## config.mk

```make
export PLATFORM = sky130hd
export DESIGN_NAME = hazard_scoreboard_unit_flat
export DESIGN_NICKNAME = d
export VERILOG_FILES = /design/src/rtl/hazard_scoreboard_unit_pkg.sv /design/src/rtl/hazard_scoreboard_unit_if.sv /design/src/rtl/hazard_scoreboard_unit_fwd_mux.sv /design/src/rtl/hazard_scoreboard_unit.sv /design/src/flat_wrapper.sv
export SDC_FILE = /design/constraint.sdc
export NUM_CORES = 1
export LEC_CHECK = 0
export ABC_CLOCK_PERIOD_IN_PS = 5000
export CELL_PAD_IN_SITES_DETAIL_PLACEMENT = 0
export CELL_PAD_IN_SITES_GLOBAL_PLACEMENT = 2
export CORE_MARGIN = 1.5
export CORE_UTILIZATION = 24
export CTS_CLUSTER_SIZE = 25
export DETAILED_ROUTE_END_ITERATION = 7
export PLACE_DENSITY_LB_ADDON = 0.08
export REMOVE_ABC_BUFFERS = 1
export SKIP_CTS_REPAIR_TIMING = 1
export SYNTH_ARGS = -nofsm -noshare
export SYNTH_HDL_FRONTEND = slang
export SYNTH_SLANG_ARGS = --single-unit
```

## constraint.sdc

```tcl
create_clock -name clk -period 5 [get_ports clk]
set_clock_uncertainty 0.15 [all_clocks]
set_input_delay 1 -clock clk [delete_from_list [all_inputs] [get_ports clk]]
set_output_delay 1 -clock clk [all_outputs]
set_load 0.05 [all_outputs]
```

## src/rtl/hazard_scoreboard_unit_pkg.sv

```systemverilog
// Shared configuration for the ID-stage hazard/forwarding unit: widths,
// stall-cause encodings, boolean/zero constants and a saturating increment.
package hazard_scoreboard_unit_pkg;

    localparam int CFG_XLEN = 32;
    localparam int CFG_AW   = 5;

    localparam logic TRUE  = 1'b1;
    localparam logic FALSE = 1'b0;

    localparam logic [31:0] ZERO32     = 32'h0000_0000;
    localparam logic [31:0] ALL_ONES32 = 32'hFFFF_FFFF;

    typedef enum logic [1:0] {
        CAUSE_NONE     = 2'd0,
        CAUSE_LOAD_USE = 2'd1,
        CAUSE_BUSY     = 2'd2,
        CAUSE_FULL     = 2'd3
    } stall_cause_e;

    function automatic logic [31:0] sat_inc32(input logic [31:0] v);
        return (v == ALL_ONES32) ? v : (v + 32'd1);
    endfunction

endpackage

```

## src/rtl/hazard_scoreboard_unit_if.sv

```systemverilog
// Bundle of ID-stage, forwarding-stage and completion-bus signals exchanged
// with the hazard unit; the master drives the pipeline side.
interface hazard_scoreboard_unit_if
    import hazard_scoreboard_unit_pkg::*;
#(
    parameter int XLEN     = CFG_XLEN,
    parameter int AW       = CFG_AW,
    parameter int NRS      = 2,
    parameter int NSTG     = 3,
    parameter int LONG_MAX = 4
);
    localparam int CW = $clog2(LONG_MAX + 1);

    logic                 id_valid;
    logic [NRS-1:0]       id_rs_en;
    logic [NRS*AW-1:0]    id_rs_addr;
    logic [NRS*XLEN-1:0]  id_rs_data;
    logic                 id_rd_en;
    logic [AW-1:0]        id_rd_addr;
    logic                 id_long;
    logic                 flush;
    logic [NSTG-1:0]      fw_en;
    logic [NSTG-1:0]      fw_load;
    logic [NSTG*AW-1:0]   fw_addr;
    logic [NSTG*XLEN-1:0] fw_data;
    logic                 lc_valid;
    logic [AW-1:0]        lc_addr;
    logic [XLEN-1:0]      lc_data;

    logic [NRS*XLEN-1:0]  rs_out;
    logic                 stall;
    logic [1:0]           stall_cause;
    logic [CW-1:0]        long_cnt;
    logic [31:0]          stall_cycles;
    logic                 sb_err;

    modport master (
        output id_valid, id_rs_en, id_rs_addr, id_rs_data, id_rd_en, id_rd_addr,
               id_long, flush, fw_en, fw_load, fw_addr, fw_data,
               lc_valid, lc_addr, lc_data,
        input  rs_out, stall, stall_cause, long_cnt, stall_cycles, sb_err
    );

    modport slave (
        input  id_valid, id_rs_en, id_rs_addr, id_rs_data, id_rd_en, id_rd_addr,
               id_long, flush, fw_en, fw_load, fw_addr, fw_data,
               lc_valid, lc_addr, lc_data,
        output rs_out, stall, stall_cause, long_cnt, stall_cycles, sb_err
    );

endinterface

```

## src/rtl/hazard_scoreboard_unit_fwd_mux.sv

```systemverilog
// Resolves one source operand: youngest matching stage wins, then the
// long-op completion bus, then the register file; flags a load-use hit.
module fwd_mux
    import hazard_scoreboard_unit_pkg::*;
#(
    parameter int XLEN = CFG_XLEN,
    parameter int AW   = CFG_AW,
    parameter int NSTG = 3
) (
    input  logic                 en_i,
    input  logic [AW-1:0]        addr_i,
    input  logic [XLEN-1:0]      rf_data_i,
    input  logic [NSTG-1:0]      fw_en_i,
    input  logic [NSTG-1:0]      fw_load_i,
    input  logic [NSTG*AW-1:0]   fw_addr_i,
    input  logic [NSTG*XLEN-1:0] fw_data_i,
    input  logic                 lc_valid_i,
    input  logic [AW-1:0]        lc_addr_i,
    input  logic [XLEN-1:0]      lc_data_i,
    output logic [XLEN-1:0]      data_o,
    output logic                 load_use_o
);

    logic            active_s;
    logic            hit_s;
    logic [XLEN-1:0] data_s;
    logic            load_use_s;

    // x0 is hard-wired zero, so it is never a forwarding or stall candidate
    assign active_s = en_i & (addr_i != {AW{1'b0}});

    // Walk stages oldest to youngest so the youngest match overwrites the rest
    always_comb begin
        hit_s      = FALSE;
        data_s     = '0;
        load_use_s = FALSE;
        if (active_s) begin
            data_s = (lc_valid_i && (lc_addr_i == addr_i)) ? lc_data_i : rf_data_i;
            for (int s = NSTG - 1; s >= 0; s--) begin
                hit_s      = fw_en_i[s] && (fw_addr_i[s*AW +: AW] == addr_i);
                data_s     = hit_s ? fw_data_i[s*XLEN +: XLEN] : data_s;
                load_use_s = hit_s ? fw_load_i[s] : load_use_s;
            end
        end else begin
            data_s     = '0;
            load_use_s = FALSE;
        end
    end

    assign data_o     = data_s;
    assign load_use_o = load_use_s;

endmodule

```

## src/rtl/hazard_scoreboard_unit.sv

```systemverilog
// ID-stage operand forwarding, long-latency register scoreboard, stall/cause
// generation and saturating stall-cycle counter.
module hazard_scoreboard_unit
    import hazard_scoreboard_unit_pkg::*;
#(
    parameter int XLEN     = CFG_XLEN,
    parameter int AW       = CFG_AW,
    parameter int NRS      = 2,
    parameter int NSTG     = 3,
    parameter int LONG_MAX = 4
) (
    input  logic                    clk,
    input  logic                    rst_n,
    hazard_scoreboard_unit_if.slave bus
);

    localparam int             CW         = $clog2(LONG_MAX + 1);
    localparam int             NREG       = 1 << AW;
    localparam logic [CW-1:0]  LONG_MAX_C = CW'(LONG_MAX);
    localparam logic [CW-1:0]  ONE_C      = CW'(1);
    localparam logic [AW-1:0]  X0_C       = {AW{1'b0}};

    logic [NREG-1:0] busy_q, busy_d;
    logic [CW-1:0]   long_cnt_q, long_cnt_d;
    logic [31:0]     stall_cycles_q, stall_cycles_d;
    logic            sb_err_q, sb_err_d;

    logic [NRS-1:0]  load_use_s;
    logic [NRS-1:0]  busy_hit_s;
    logic            comp_s;
    logic            err_s;
    logic            waw_s;
    logic            full_s;
    logic            stall_s;
    logic            issue_s;
    logic            rd_live_s;
    stall_cause_e    cause_s;

    for (genvar k = 0; k < NRS; k++) begin : g_port
        logic [AW-1:0] addr_s;
        assign addr_s = bus.id_rs_addr[k*AW +: AW];

        fwd_mux #(
            .XLEN (XLEN),
            .AW   (AW),
            .NSTG (NSTG)
        ) u_fwd_mux (
            .en_i       (bus.id_rs_en[k]),
            .addr_i     (addr_s),
            .rf_data_i  (bus.id_rs_data[k*XLEN +: XLEN]),
            .fw_en_i    (bus.fw_en),
            .fw_load_i  (bus.fw_load),
            .fw_addr_i  (bus.fw_addr),
            .fw_data_i  (bus.fw_data),
            .lc_valid_i (bus.lc_valid),
            .lc_addr_i  (bus.lc_addr),
            .lc_data_i  (bus.lc_data),
            .data_o     (bus.rs_out[k*XLEN +: XLEN]),
            .load_use_o (load_use_s[k])
        );

        // A same-cycle completion to this register is bypassed, so it is not a hazard
        assign busy_hit_s[k] = bus.id_rs_en[k] & (addr_s != X0_C) & busy_q[addr_s]
                             & ~(bus.lc_valid & (bus.lc_addr == addr_s));
    end

    assign rd_live_s = bus.id_rd_en & (bus.id_rd_addr != X0_C);
    assign comp_s    = bus.lc_valid &  busy_q[bus.lc_addr];
    assign err_s     = bus.lc_valid & ~busy_q[bus.lc_addr];
    assign waw_s     = rd_live_s & busy_q[bus.id_rd_addr]
                     & ~(bus.lc_valid & (bus.lc_addr == bus.id_rd_addr));
    // Only a completion that really frees a slot relieves a full queue; a stray
    // completion to an idle register must not let the counter pass LONG_MAX.
    assign full_s    = bus.id_long & (long_cnt_q == LONG_MAX_C) & ~comp_s;
    assign stall_s   = bus.id_valid & ~bus.flush
                     & ((|load_use_s) | (|busy_hit_s) | waw_s | full_s);
    assign issue_s   = bus.id_valid & bus.id_long & rd_live_s & ~stall_s & ~bus.flush;

    // Encode the highest-priority stall reason
    always_comb begin
        cause_s = CAUSE_NONE;
        if (!stall_s) begin
            cause_s = CAUSE_NONE;
        end else if (|load_use_s) begin
            cause_s = CAUSE_LOAD_USE;
        end else if ((|busy_hit_s) | waw_s) begin
            cause_s = CAUSE_BUSY;
        end else begin
            cause_s = CAUSE_FULL;
        end
    end

    // Scoreboard and counter next state; issue is applied after completion so a
    // same-address issue/complete pair leaves the register busy.
    always_comb begin
        busy_d                  = busy_q;
        busy_d[bus.lc_addr]     = comp_s  ? FALSE : busy_d[bus.lc_addr];
        busy_d[bus.id_rd_addr]  = issue_s ? TRUE  : busy_d[bus.id_rd_addr];
        case ({issue_s, comp_s})
            2'b10:   long_cnt_d = long_cnt_q + ONE_C;
            2'b01:   long_cnt_d = long_cnt_q - ONE_C;
            default: long_cnt_d = long_cnt_q;
        endcase
        stall_cycles_d = stall_s ? sat_inc32(stall_cycles_q) : stall_cycles_q;
        sb_err_d       = sb_err_q | err_s;
    end

    // State registers with asynchronous clear
    always_ff @(posedge clk or negedge rst_n) begin
        if (!rst_n) begin
            busy_q         <= '0;
            long_cnt_q     <= '0;
            stall_cycles_q <= ZERO32;
            sb_err_q       <= FALSE;
        end else begin
            busy_q         <= busy_d;
            long_cnt_q     <= long_cnt_d;
            stall_cycles_q <= stall_cycles_d;
            sb_err_q       <= sb_err_d;
        end
    end

    assign bus.stall        = stall_s;
    assign bus.stall_cause  = cause_s;
    assign bus.long_cnt     = long_cnt_q;
    assign bus.stall_cycles = stall_cycles_q;
    assign bus.sb_err       = sb_err_q;

endmodule

```

## src/flat_wrapper.sv

```systemverilog
// flat-port wrapper written by rule: the top's interface ports become plain ports
module hazard_scoreboard_unit_flat import hazard_scoreboard_unit_pkg::*;
#(
    parameter int XLEN     = CFG_XLEN,
    parameter int AW       = CFG_AW,
    parameter int NRS      = 2,
    parameter int NSTG     = 3,
    parameter int LONG_MAX = 4
)
  (clk, rst_n, bus_id_valid, bus_id_rs_en, bus_id_rs_addr, bus_id_rs_data, bus_id_rd_en, bus_id_rd_addr, bus_id_long, bus_flush, bus_fw_en, bus_fw_load, bus_fw_addr, bus_fw_data, bus_lc_valid, bus_lc_addr, bus_lc_data, bus_rs_out, bus_stall, bus_stall_cause, bus_long_cnt, bus_stall_cycles, bus_sb_err);
  hazard_scoreboard_unit_if #(.XLEN(XLEN), .AW(AW), .NRS(NRS), .NSTG(NSTG), .LONG_MAX(LONG_MAX)) bus_i ();
  input  logic clk;
  input  logic rst_n;
  input wire logic [$bits(bus_i.id_valid)-1:0] bus_id_valid;
  input wire logic [$bits(bus_i.id_rs_en)-1:0] bus_id_rs_en;
  input wire logic [$bits(bus_i.id_rs_addr)-1:0] bus_id_rs_addr;
  input wire logic [$bits(bus_i.id_rs_data)-1:0] bus_id_rs_data;
  input wire logic [$bits(bus_i.id_rd_en)-1:0] bus_id_rd_en;
  input wire logic [$bits(bus_i.id_rd_addr)-1:0] bus_id_rd_addr;
  input wire logic [$bits(bus_i.id_long)-1:0] bus_id_long;
  input wire logic [$bits(bus_i.flush)-1:0] bus_flush;
  input wire logic [$bits(bus_i.fw_en)-1:0] bus_fw_en;
  input wire logic [$bits(bus_i.fw_load)-1:0] bus_fw_load;
  input wire logic [$bits(bus_i.fw_addr)-1:0] bus_fw_addr;
  input wire logic [$bits(bus_i.fw_data)-1:0] bus_fw_data;
  input wire logic [$bits(bus_i.lc_valid)-1:0] bus_lc_valid;
  input wire logic [$bits(bus_i.lc_addr)-1:0] bus_lc_addr;
  input wire logic [$bits(bus_i.lc_data)-1:0] bus_lc_data;
  output wire logic [$bits(bus_i.rs_out)-1:0] bus_rs_out;
  output wire logic [$bits(bus_i.stall)-1:0] bus_stall;
  output wire logic [$bits(bus_i.stall_cause)-1:0] bus_stall_cause;
  output wire logic [$bits(bus_i.long_cnt)-1:0] bus_long_cnt;
  output wire logic [$bits(bus_i.stall_cycles)-1:0] bus_stall_cycles;
  output wire logic [$bits(bus_i.sb_err)-1:0] bus_sb_err;
  assign bus_i.id_valid = bus_id_valid;
  assign bus_i.id_rs_en = bus_id_rs_en;
  assign bus_i.id_rs_addr = bus_id_rs_addr;
  assign bus_i.id_rs_data = bus_id_rs_data;
  assign bus_i.id_rd_en = bus_id_rd_en;
  assign bus_i.id_rd_addr = bus_id_rd_addr;
  assign bus_i.id_long = bus_id_long;
  assign bus_i.flush = bus_flush;
  assign bus_i.fw_en = bus_fw_en;
  assign bus_i.fw_load = bus_fw_load;
  assign bus_i.fw_addr = bus_fw_addr;
  assign bus_i.fw_data = bus_fw_data;
  assign bus_i.lc_valid = bus_lc_valid;
  assign bus_i.lc_addr = bus_lc_addr;
  assign bus_i.lc_data = bus_lc_data;
  assign bus_rs_out = bus_i.rs_out;
  assign bus_stall = bus_i.stall;
  assign bus_stall_cause = bus_i.stall_cause;
  assign bus_long_cnt = bus_i.long_cnt;
  assign bus_stall_cycles = bus_i.stall_cycles;
  assign bus_sb_err = bus_i.sb_err;
  hazard_scoreboard_unit #(.XLEN(XLEN), .AW(AW), .NRS(NRS), .NSTG(NSTG), .LONG_MAX(LONG_MAX)) u_core (.clk(clk), .rst_n(rst_n), .bus(bus_i));
endmodule
```

Yosys cells after proc, flatten, opt, wreduce, memory -nomap -nowiden
Cells that the tools add are included.
{ "word_totals": {"wordCells": 118, "in_bits": 242, "regBits": 68, "output_inout_bits": 103} }
{ "op_classes": {"n_mux": 40, "addsub": 3, "magnitude_cmp": 6, "n_reduce_logical": 17, "n_eq_ne": 13, "bitwise_logic": 35} }
{ "op_table": {"columns": ["op", "count"], "rows": [
  ["32-bit two-way mux", 10],
  ["32-bit bitwise mux", 2],
  ["5-bit equality test", 9],
  ["32-bit by 1-bit adder with 32-bit output, second input constant", 1],
  ["32-bit equality test, second input constant", 1],
  ["1-bit binary-select mux with 5-bit select", 5],
  ["5-bit by 6-bit less-than comparator with 1-bit output, second input constant", 4],
  ["1-bit AND", 22],
  ["1-bit two-way mux", 18],
  ["5-bit nonzero test", 3],
  ["1-bit demux with 5-bit select", 2],
  ["5-bit by 1-bit >= comparator with 1-bit output, second input constant", 2],
  ["1-bit logical AND", 10],
  ["1-bit inverter", 8],
  ["3-bit case mux with 2 select lines", 1],
  ["1-bit OR", 5],
  ["2-bit two-way mux", 2],
  ["2-bit OR reduction", 2],
  ["3-bit by 1-bit adder with 3-bit output, second input constant", 1],
  ["3-bit equality test, second input constant", 1],
  ["3-bit by 1-bit subtractor with 3-bit output, second input constant", 1],
  ["2-bit by 1-bit equality test with 1-bit output, second input constant", 1],
  ["2-bit equality test, second input constant", 1],
  ["2-bit AND reduction", 1],
  ["2-bit nonzero test", 1]
]} }

Depth between registers and ports, before layout
Gate-level depths: netlist (run 1).
{ "depth": {"word_depth": 16, "ltp_mapped": 16, "ltp_nobuf": 13} }

By module
Synthesis (run 1) repeated with hierarchy kept, for this count alone.
{ "unflattened": {"cells_unflattened": 1224, "hier_area_um2": 9610.5} }
{ "modules_own_cells": {"columns": ["module", "area_each_um2", "seq_area_each_um2", "instances", "cells_each"], "rows": [
  ["hazard_scoreboard_unit", 5541.6, 1701.6, 1, 614],
  ["fwd_mux", 2034.5, 0.0, 2, 305]
]} }

Least setup slack after synthesis (run 1)
No wires, ideal clock.
{ "synth_timing": {"kind": "input port to output port", "start": "in bus_id_rs_addr[2]", "end": "out bus_rs_out[10]", "n_path_buf": 2, "cell_stages": 9, "t_required_ns": 3.850, "path_slack_ns": -0.242, "arrival_time_ns": 4.092, "cell_sequence": "buf_1 -> xnor2_1 -> nand4_1 -> nor3_1 -> buf_2 -> mux2i_1 -> a211oi_1 -> a21oi_1 -> a211oi_1"} }
{ "synth_between": {"elab_chain_len": 7, "elab_cells_between_ends": 15, "cone_classes": "eq/ne: 4; mux: 5; bitwise: 1; reduce/logical: 5"} }
{ "synth_rtl": {"columns": ["item", "line_no", "rtl"], "rows": [
  ["from (decl)", "flat_wrapper.sv:16", "input wire logic [$bits(bus_i.id_rs_addr)-1:0] bus_id_rs_addr;"],
  ["5-bit equality test", "hazard_scoreboard_unit_fwd_mux.sv:38", "data_s = (lc_valid_i && (lc_addr_i == addr_i)) ? lc_data_i : rf_data_i;"],
  ["1-bit logical AND", "hazard_scoreboard_unit_fwd_mux.sv:38", null],
  ["32-bit two-way mux", "hazard_scoreboard_unit_fwd_mux.sv:38", null],
  ["32-bit two-way mux (3 in a row)", "hazard_scoreboard_unit_fwd_mux.sv:41", "data_s = hit_s ? fw_data_i[s*XLEN +: XLEN] : data_s;"],
  ["32-bit two-way mux (*)", "hazard_scoreboard_unit_fwd_mux.sv:37", "if (active_s) begin"],
  ["to (decl)", "flat_wrapper.sv:29", "output wire logic [$bits(bus_i.rs_out)-1:0] bus_rs_out;"]
]} }
Every way passes the cells marked *; elsewhere a longest branch is shown, timed or not.

Final worst setup path (run 1)
{ "layout_timing": {"start": "in bus_id_rs_addr[5]", "end": "out bus_stall_cause[0]"} }
{ "layout_between": {"elab_chain_len": 12, "elab_cells_between_ends": 29, "cone_classes": "eq/ne: 4; mux: 9; bitwise: 10; reduce/logical: 6"} }
{ "layout_rtl": {"columns": ["item", "line_no", "rtl"], "rows": [
  ["branches (longest 11 deep; another with 1-bit binary-select mux with 5-bit select)", null, null],
  ["2-bit two-way mux (*)", "hazard_scoreboard_unit.sv:82", "if (!stall_s) begin"],
  ["to (decl)", "flat_wrapper.sv:31", "output wire logic [$bits(bus_i.stall_cause)-1:0] bus_stall_cause;"]
]} }
Mark *: on every way between the ends. The select of a mux whose other input is x is not followed.

==> out/metrics.cfg, run 1 <==
[global_route]
grt_pass1_vias=9888
grt_antenna_before_repair=13
grt_usage_pct=23.9
overflow=0
grt_pass1_wl_um=66600
grt_max_degree=65

[route]
routed_wl_um=46700
vias_per_cell=5.24
num_vias=10400
ant_nets=0
routedWlPerCell_um=23.6
drcViolationCount=0
drt_first_pass_iters=5
drt-initial-drc-count=612

[timing]
setup_viol=0
slew_headroom_pct=55.5
min_period_ns=4.89
period_share_pct=97.8
slew_viol_final=0
timing.final.hold_violations=0
max_freq_ghz=0.205
worst_pin_slew_ns=0.661
setup_slack_ns=0.110

[power]
p_seq_share_pct=27.5
power_frac_comb_pct=51.8
powerDensity_nw_per_um2=222
clkPwrFrac_pct=20.7
p_sw_share_pct=42.3
p_int_mw=1.83
switchingPower_mw=1.34
worst_ir_drop_vdd_v=0.000160
p_leak_nw=5.45

[synthesis]
ys.warnings.count=0
synth_edf_count=0
yosysSeqAreaShare_pct=19.7
syn-cell-area_um2=8630
synth-async-reset-ratio_pct=100
ys_types=69
syn_area_per_cell_um2=7.62
synth-main-ff-cell=dfrtp_1
syn_inst=1133
synth-seq-cells=68

[floorplan]
initial_core_util_pct=24.3
die_width_um=193
design.portCount=345
dieHeight_um=193
core_area_um2=35500
dieArea_um2=37100
rows=69

[flow_run]
cap_violations=0

[layout]
drive_gt1_share_pct=16.5
fin_cells=1976
stdcell_area_um2=14300
syn_to_final_growth_pct=65.6
nets=1747

[place]
dp.final_hpwl_um=35800
placed_cell_area_um2=13900
port_buffers=344
gp_congestion=0.850
dp_worst_setup_slack_ns=-0.00173
place_inst=1950

[setup_path]
worstPathArrival_ns=3.74
endpoint_kind=output pin
critical_path.max_stage_delay_ns=0.51
path_buf_inv=3
path_max_fanout=13
cp_slowest_cell=clkdlybuf4s50_1
timing.critical_path.mode_cell=mux4_2
crit_path_start_kind=input port
startpoint=bus_id_rs_addr[5]
rr_startpoint=u_core.busy_q[17]
path_delay_family=multiplexers
crit_required_ns=3.85
path_cells=clkdlybuf4s50_1 > buf_12 > mux4_2 > mux4_2 > mux2i_1 > or3_1 > o221ai_2 > nor3_4 > nand2b_2 > a21oi_1 > buf_4
crit_type=in -> out

[clock_tree]
cts_sinks=68
clock_latency_ns=0.34
clockBufferDepth=2
htree_levels=3
cts_root_buffer=clkbuf_16
path_clk_slew_ns=0.05
cts_buffers=9
cts_tree=done

[hold_path]
min_from=u_core.bus.stall_cycles[26]
hold_class=reg -> reg

[status]
run_status=complete, no violations

## stage by stage
| stage | power, mW | hold WS (ns) | utilization, % | setup TNS (ns) |
|---|---|---|---|---|
| 2_1_floorplan | 1.61 | 0.367 | - | -257.36 |
| 3_3_place_gp | 2.51 | 0.324 | 39.2 | 0 |
| 3_5_place_dp | 2.51 | 0.324 | 39.2 | -0.00173 |
| 4_1_cts | 3.19 | 0.341 | 40.0 | -0.00390 |
| 5_1_grt | 3.33 | 0.362 | 40.2 | -0.0114 |
| 6_report | 3.18 | 0.332 | 40.3 | 0 |
## kinds of logic after synthesis
kind of cell             count (synthesis)  share of synthesized area (%)
AO/OA/AOI/OAI                          324                           25.7
AND/OR/NAND/NOR                        404                           21.7
XOR/XNOR                                80                           8.12
adder cells (fa/ha/maj)                  3                          0.522
buffers and inverters                  119                           5.68
multiplexers                           135                           18.6
flip-flops                              68                           19.7
## cells in the mapped netlist, types with 2 or more instances
cell type  instances  share of area, %
a31oi_1           16               1.2
and3b_1            3              0.30
nand3b_1           7              0.61
a22oi_1            4              0.35
nor3_1            29               1.7
inv_1             14              0.61
a21oi_1           89               5.2
nand3_1           26               1.5
o31ai_1            3              0.26
a311oi_1           4              0.41
and3_1             4              0.29
xnor2_1           33               3.3
mux2i_1          114                13
or3b_2             3              0.30
o21bai_1           2              0.17
nor3b_1            2              0.17
a32oi_1            6              0.61
o21ai_0           25               1.4
and4_1             2              0.20
nor4_1            18               1.3
a221oi_1           3              0.30
a211oi_1         134                12
nand2_1           62               2.7
and2_1             2              0.14
mux4_2            20               5.2
ha_1               2              0.29
o22ai_1            7              0.51
dfrtp_1           68                20
or3_1              6              0.44
o221ai_1           3              0.30
nor2_1           199               8.7
buf_1              9              0.39
clkbuf_1          67               2.9
o311a_1           10               1.2
or4_1              2              0.17
or2_2              4              0.29
o21ai_1            2              0.12
clkbuf_2           2              0.12
buf_2             24               1.4
o211ai_1           3              0.26
nand2b_1           8              0.58
nand4_1           12              0.87
nor2b_1            8              0.58
xor2_1            47               4.8
## power groups by stage
stage	Clock [mW]	Combinational, mW	Sequential [mW]
6_report	0.658	1.65	0.874
3_3_place_gp	0	1.63	0.881
5_1_grt	0.695	1.75	0.883
4_1_cts	0.677	1.65	0.865
2_1_floorplan	0	0.743	0.862
3_5_place_dp	0	1.64	0.874
## metal layers
layer / GRT usage [%] / part of all wire [%] / vias to the layer above
met4: 6.20 / 2.0 / 12
met5: 0 / 0.15 / -
li1: - / - / 4984
met2: 40.4 / 48 / 327
met1: 30.4 / 42 / 4978
met3: 5.73 / 7.4 / 52
## flip-flops by register name, indices dropped and copies added (netlist names)
name,cells
u_core.bus.sb_err,1
u_core.bus.long_cnt,3
u_core.busy_q,32
u_core.bus.stall_cycles,32
## cell usage in the layout, fill, tap and decap left out, types with 7 or more instances in the layout
master / synthesis / routed
a211oi_1: 134 / 134
a21oi_1: 89 / 89
a31oi_1: 16 / 16
buf_12: 0 / 74
buf_4: 1 / 107
clkbuf_16: 0 / 10
clkdlybuf4s50_1: 0 / 275
dfrtp_1: 68 / 68
diode_2: 0 / 8
inv_1: 14 / 14
mux2i_1: 114 / 114
mux4_2: 20 / 20
nand2_1: 62 / 60
nand2b_1: 8 / 7
nand3_1: 26 / 24
nand3b_1: 7 / 7
nand4_1: 12 / 12
nor2_1: 199 / 199
nor2b_1: 8 / 8
nor3_1: 29 / 27
nor4_1: 18 / 18
o21ai_0: 25 / 25
o311a_1: 10 / 10
xnor2_1: 33 / 33
xor2_1: 47 / 47
## area by class of cell
type	instances	area [um^2]
repair buffers	462	5120
fillers	3624	21200
well taps	461	577
inverters	15	56.3
flip-flops and latches	68	1700
clock buffers	9	225
multi-input cells	946	6520
diodes	8	20.0
clock inverters	7	75.1
## final timing paths
| check | cells after the start | slack, ns | to |
|---|---|---|---|
| worst max-delay path | 11 | 0.11 | bus_stall_cause[0] |
| worst min register to register | 1 | 0.33 | u_core.bus.stall_cycles[26] |
| worst max register to register | 14 | 1.45 | u_core.bus.long_cnt[2] |
| min in group asynchronous | 1 | 0.45 | u_core.busy_q[28] |
| max in group asynchronous | 2 | 3.46 | u_core.busy_q[21] |
| worst min-delay path | 1 | 0.33 | u_core.bus.stall_cycles[26] |
Note: power is estimated with default switching activity, not from simulation.
==> run 2, diff against run 1 <==
ABC_CLOCK_PERIOD_IN_PS = 4740   (was 5000)
clock period = 4.74 ns   (was 5 ns; I/O delays follow)
==> out/metrics.cfg, run 2 (synthesized netlist as in run 1, its figures left out) <==
[setup_path]
critical_path.max_stage_delay_ns=0.45  ; -0.06 ns
rr_startpoint=u_core.busy_q[19]
endpoint_kind=output pin
r2r_cells=10  ; -4
r2r_end=u_core.busy_q[24]
cp_slowest_cell=clkdlybuf4s50_1
crit_required_ns=3.64  ; -0.21 ns
r2r_slack_ns=1.24  ; -0.21 ns
path_max_fanout=13  ; unchanged
crit_type=in -> out
path_cells=clkdlybuf4s50_1 > buf_12 > xor2_1 > nor4_1 > nand3_2 > o311a_1 > o32ai_2 > buf_4 > nor3_4 > nand2b_4 > nor2_1 > buf_6
crit_path_start_kind=input port
worstPathArrival_ns=3.55  ; -0.19 ns

[place]
gp_congestion=0.872  ; +2.7%
dp_worst_setup_slack_ns=-0.114  ; -0.113 ns
port_buffers=344  ; unchanged
dp.final_hpwl_um=36000  ; +0.50%

[hold_path]
hold_class=reg -> reg
min_from=u_core.bus.stall_cycles[6]
hold_depth=1  ; unchanged
min_to=u_core.bus.stall_cycles[6]

[timing]
setup_slack_ns=0.0929  ; -0.0175 ns
slew_headroom_pct=21.0  ; -35 points
min_period_ns=4.65
slew_viol_final=0  ; unchanged
timing.final.hold_violations=0  ; unchanged
period_share_pct=98.0
max_freq_ghz=0.215
setup_viol=0  ; unchanged
worst_pin_slew_ns=1.19  ; +0.525 ns

[power]
worst_ir_drop_vdd_v=0.000218  ; +36%
clkPwrFrac_pct=20.0  ; -0.7 points
p_seq_share_pct=27.0  ; -0.5 points
p_sw_share_pct=41.7  ; -0.63 points
p_leak_nw=5.95  ; +9.1%
p_int_mw=1.99  ; +8.7%
switchingPower_mw=1.42  ; +5.9%
power_frac_comb_pct=52.9  ; +1.1 points
finalPower_mw=3.41  ; +7.5%
powerDensity_nw_per_um2=226  ; +1.6%

[clock_tree]
cts_tree=done
path_clk_slew_ns=0.06  ; about the same
cts_buffers=9  ; unchanged
clock_latency_ns=0.34  ; about the same
clockBufferDepth=2  ; unchanged
htree_levels=3  ; unchanged
cts_sinks=68  ; unchanged
cts_root_buffer=clkbuf_16

[floorplan]
dieArea_um2=37100  ; unchanged
design.portCount=345  ; unchanged
dieHeight_um=193  ; unchanged
die_width_um=193  ; unchanged
initial_core_util_pct=24.3  ; unchanged
core_area_um2=35500  ; unchanged
rows=69  ; unchanged

[global_route]
grt_max_degree=57  ; -12%
overflow=0  ; unchanged
grt_pass1_vias=10300  ; +3.9%
grt_pass1_wl_um=66500  ; about the same
grt_usage_pct=23.9  ; about the same
grt_antenna_before_repair=10  ; -3

[route]
ant_nets=0  ; unchanged
routedWlPerCell_um=23.1  ; -2.3%
vias_per_cell=5.26  ; +0.40%
routed_wl_um=47000  ; +0.74%
drt_first_pass_iters=5  ; unchanged
num_vias=10700  ; +3.6%
drt-initial-drc-count=705  ; +15%
drcViolationCount=0  ; unchanged

[layout]
nets=1814  ; +3.8%
drive_gt1_share_pct=22.1  ; +5.6 points
nFillCells=3607  ; -0.47%
final_cell_mix=clkdlybuf4s50_1 (268), nor2_1 (199), buf_4 (160), mux2i_1 (111), a211oi_1 (107)
syn_to_final_growth_pct=75.1
final_common_cell=clkdlybuf4s50_1

[flow_run]
cap_violations=0  ; unchanged

[status]
run_status=complete, no violations

[run 2: cell types whose count changed in the layout (fill, tap and decap cells not counted), moves of 7 or more]
cell             delta
dlymetal6s2s_1      +7
buf_12             +10
a211oi_2           +27
buf_4              +53
a211oi_1           -27
clkdlybuf4s50_1     -7
[run 2: area by class of cell]
type | instances | area, um^2 | share of cell area [%]
diodes | 3 | 7.51 | 0.0497
clock buffers | 10 | 229 | 1.52
clock inverters | 6 | 65.1 | 0.431
inverters | 15 | 56.3 | 0.373
multi-input cells | 946 | 6690 | 44.2
flip-flops and latches | 68 | 1700 | 11.3
well taps | 461 | 577 | 3.82
repair buffers | 529 | 5790 | 38.3
[run 2: worst max-delay path by stage]
stage,cells past startpoint,start,to,slack [ns]
after floorplan,7,bus_lc_addr[0],bus_rs_out[0],-2.71
after global placement,13,bus_id_rs_addr[5],u_core.busy_q[25],-0.08
after detailed placement,13,bus_id_rs_addr[5],u_core.busy_q[20],-0.11
after CTS,11,bus_id_rs_addr[5],bus_stall_cause[1],-0.08
after global routing,11,bus_id_rs_addr[0],bus_stall,-0.005
final,12,bus_id_rs_addr[7],bus_stall_cause[1],0.09
[run 2: power groups by stage]
stage	sequential (mW)	clock, mW	combinational [mW]
3_3_place_gp	0.929	0	1.77
5_1_grt	0.934	0.725	1.94
4_1_cts	0.912	0.705	1.78
2_1_floorplan	0.910	0	0.784
3_5_place_dp	0.922	0	1.78
6_report	0.923	0.684	1.81
[run 2: worst max-delay path, delay by kind of cell]
kind | cells | cell delay, ns
and+or+nand+nor | 5 | 0.99
buffers and inverters | 4 | 1.00
xor gates and xnor gates | 1 | 0.16
AOI/OAI and AO/OA | 2 | 0.46
[run 2: stage by stage]
stage	hold slack (ns)	std cells	util (%)	setup TNS, ns	instance area [um^2]
floorplan	0.367	1029	-	-281.54	8200
global placement	0.327	1998	40.5	-1.36	14400
detailed placement	0.329	1998	40.5	-1.40	14400
CTS	0.345	2014	41.3	-0.337	14700
global route	0.354	2035	42.6	-0.00484	15100
finish	0.344	2038	42.6	0	15100
[run 2: layer usage]
metal	part of all wire [%]	global-route usage (%)	up-vias	wire length [um]
met1	42	30.4	5155	19900
met2	49	42.0	379	23000
met4	1.9	5.16	14	915
met5	0.19	0	-	89
li1	-	-	5104	-
met3	6.8	4.27	69	3210
==> run 3, diff against run 2 <==
ABC_AREA = 1   (was not set)
CORE_UTILIZATION = 21   (was 24)
==> out/metrics.cfg, run 3 <==
[place]
port_buffers=344  ; unchanged
place_inst=2528  ; +27%
gp_congestion=0.912  ; +4.5%
dp.final_hpwl_um=41800  ; +16%

[setup_path]
r2r_slack_ns=1.66  ; +0.42 ns
critical_path.max_stage_delay_ns=0.59  ; +0.14 ns
cp_slowest_cell=clkdlybuf4s50_1
crit_type=in -> out
endpoint_kind=output pin
worstPathArrival_ns=3.45  ; -0.10 ns
crit_required_ns=3.64  ; about the same
timing.critical_path.mode_cell=buf_4
path_cells=clkdlybuf4s50_1 > inv_1 > buf_4 > nor3_2 > nand2_1 > nand2_1 > nor2_2 > a21oi_1 > buf_4 > nor2_1 > nor2_2 > a21oi_2 > buf_4 > buf_4
crit_path_start_kind=input port
path_max_fanout=5  ; -8

[floorplan]
design.portCount=345  ; unchanged
core_area_um2=42100  ; +19%
die_width_um=210  ; +9.1%
rows=75  ; +8.7%
initial_core_util_pct=21.4  ; -2.9 points
dieArea_um2=44200  ; +19%
dieHeight_um=210  ; +9.1%

[timing]
timing.final.hold_violations=0  ; unchanged
holdWs_ns=0.341  ; -0.00247 ns
rsz0062_at_grt=false
worst_pin_slew_ns=0.788  ; -0.397 ns
min_period_ns=4.55  ; -0.102 ns
setup_tns_ns=0  ; unchanged
period_share_pct=95.9  ; -2.2 points
slew_headroom_pct=47.3  ; +26 points
setup_viol=0  ; unchanged
max_freq_ghz=0.220  ; +2.2%
slew_viol_final=0  ; unchanged

[route]
routed_wl_um=55200  ; +17%
drt_first_pass_iters=7  ; +2
routedWlPerCell_um=21.6  ; -6.3%
ant_nets=0  ; unchanged
drt-initial-drc-count=887  ; +26%
drcViolationCount=0  ; unchanged
vias_per_cell=4.95  ; -5.9%
num_vias=12600  ; +18%

[synthesis]
syn-cell-area_um2=9020  ; +4.5%
synth_largest_area_cell=nand2_1
synth-async-reset-ratio_pct=100  ; unchanged
synth_top_area_share_pct=22.5  ; +2.8 points
syn_inst=1666  ; +47%
yosysMostFrequentCell=nand2_1
yosys-top-cells-area=nand2_1 (22%), dfrtp_1 (19%), o21ai_0 (16%)
ys.warnings.count=0  ; unchanged
synth-main-ff-cell=dfrtp_1
ys_types=47  ; -32%
syn_area_per_cell_um2=5.41  ; -29%
synth-seq-cells=68  ; unchanged
yosysSeqAreaShare_pct=18.9  ; -0.85 points
synth_edf_count=0  ; unchanged
yosys-top-cells-count=nand2_1 (540), o21ai_0 (287), nor2_1 (131)

[global_route]
grt_max_degree=65  ; +14%
grt_pass1_wl_um=81300  ; +22%
overflow=0  ; unchanged
grt_pass1_vias=12200  ; +19%
grt_usage_pct=24.4  ; +0.46 points
grt_antenna_before_repair=5  ; -5

[power]
p_seq_share_pct=24.9  ; -2.1 points
power_frac_comb_pct=55.4  ; +2.5 points
clkPwrFrac_pct=19.7  ; -0.3 points
worst_ir_drop_vdd_v=0.000206  ; -5.6%
p_int_mw=1.89  ; -5.1%
p_sw_share_pct=46.5  ; +4.8 points
finalPower_mw=3.53  ; +3.4%
switchingPower_mw=1.64  ; +15%
p_leak_nw=6.38  ; +7.2%
powerDensity_nw_per_um2=244  ; +8.2%

[status]
run_status=complete, no violations

[layout]
fin_cells=2549  ; +25%
final_cell_mix=nand2_1 (540), o21ai_0 (287), clkdlybuf4s50_1 (275), nor2_1 (129), nand3_1 (122)
drive_gt1_share_pct=9.91  ; -12 points
syn_to_final_growth_pct=60.2
nets=2248  ; +24%
final_common_cell=nand2_1

[clock_tree]
path_clk_slew_ns=0.06  ; about the same
clock_latency_ns=0.36  ; +0.02 ns
cts_root_buffer=clkbuf_16
cts_tree=done
cts_sinks=68  ; unchanged
clockBufferDepth=2  ; unchanged
cts_buffers=9  ; unchanged
htree_levels=3  ; unchanged

[flow_run]
cap_violations=0  ; unchanged

[hold_path]
hold_class=reg -> reg

==> run 3: cell count changes after synthesis, sizes merged, moves of 11 or more <==
cell and delta:
a211oi -132, xor2 -19, mux4 -20, nand2 +481, nor2 -65, nor4 -11, inv +99, a21oi +28
mux2i -113, o22ai +20, xnor2 -21, nand3 +103, o21ai +265, a31oi -16
==> run 3: final cells by class <==
cell class | instances | area (um^2)
clock buffers | 10 | 229
clock inverters | 6 | 65.1
fillers | 4647 | 27700
multi-input cells | 1377 | 6480
well taps | 539 | 674
diodes | 2 | 5.00
flip-flops and latches | 68 | 1700
repair buffers | 431 | 4850
inverters | 116 | 439
==> run 3: final timing paths <==
check / start / end / cells past startpoint
max: bus_lc_addr[3] / bus_stall / 14
min: u_core.bus.sb_err / u_core.bus.sb_err / 1
max reg2reg: u_core.busy_q[8] / u_core.bus.long_cnt[1] / 16
min reg2reg: u_core.bus.sb_err / u_core.bus.sb_err / 1
max in group asynchronous: rst_n / u_core.bus.stall_cycles[30] / 2
min in group asynchronous: rst_n / u_core.busy_q[19] / 1
==> run 3: per-stage QoR <==
step                      worst slack, ns  utilization, %  instance area, um^2
after floorplan                    -0.553               -                 8570
after global placement             0.0475            33.4                14100
after detailed placement           0.0120            33.4                14100
after CTS                         0.00230            34.1                14400
after global routing               0.0279            34.3                14400
final                               0.195            34.3                14400
==> run 3: logic make-up (layout without fill, tap and decap cells) <==
logic type | count (synthesis) | after routing | share of synthesized area (%)
other cells | 0 | 2 | 0
buf+inv | 221 | 563 | 9.81
compound gates | 456 | 456 | 26.4
fa+ha+maj | 3 | 3 | 0.499
flops | 68 | 68 | 18.9
xor+xnor | 40 | 40 | 3.88
simple gates | 877 | 877 | 40.5
mux | 1 | 1 | 0.111
==> run 3: routing by layer <==
layer,routed length (um),vias up,GRT usage [%]
met5,37,-,0
met1,25000,5968,32.7
li1,-,6214,-
met4,658,6,4.61
met3,3220,34,3.59
met2,26200,393,41.7
==> run 3: power by group through the flow <==
stage	Sequential, mW	Combinational (mW)	Clock, mW
detailed placement	0.889	1.95	0
global placement	0.887	1.95	0
CTS	0.879	1.96	0.724
global route	0.894	2.12	0.746
finish	0.880	1.96	0.696
floorplan	0.999	0.837	0
==> run 3: critical path: cells and delay by family <==
| kind | cells | cell delay [ns] |
|---|---|---|
| AOI/OAI and AO/OA | 2 | 0.33 |
| and+or+nand+nor | 6 | 0.78 |
| buffers and inverters | 6 | 1.39 |
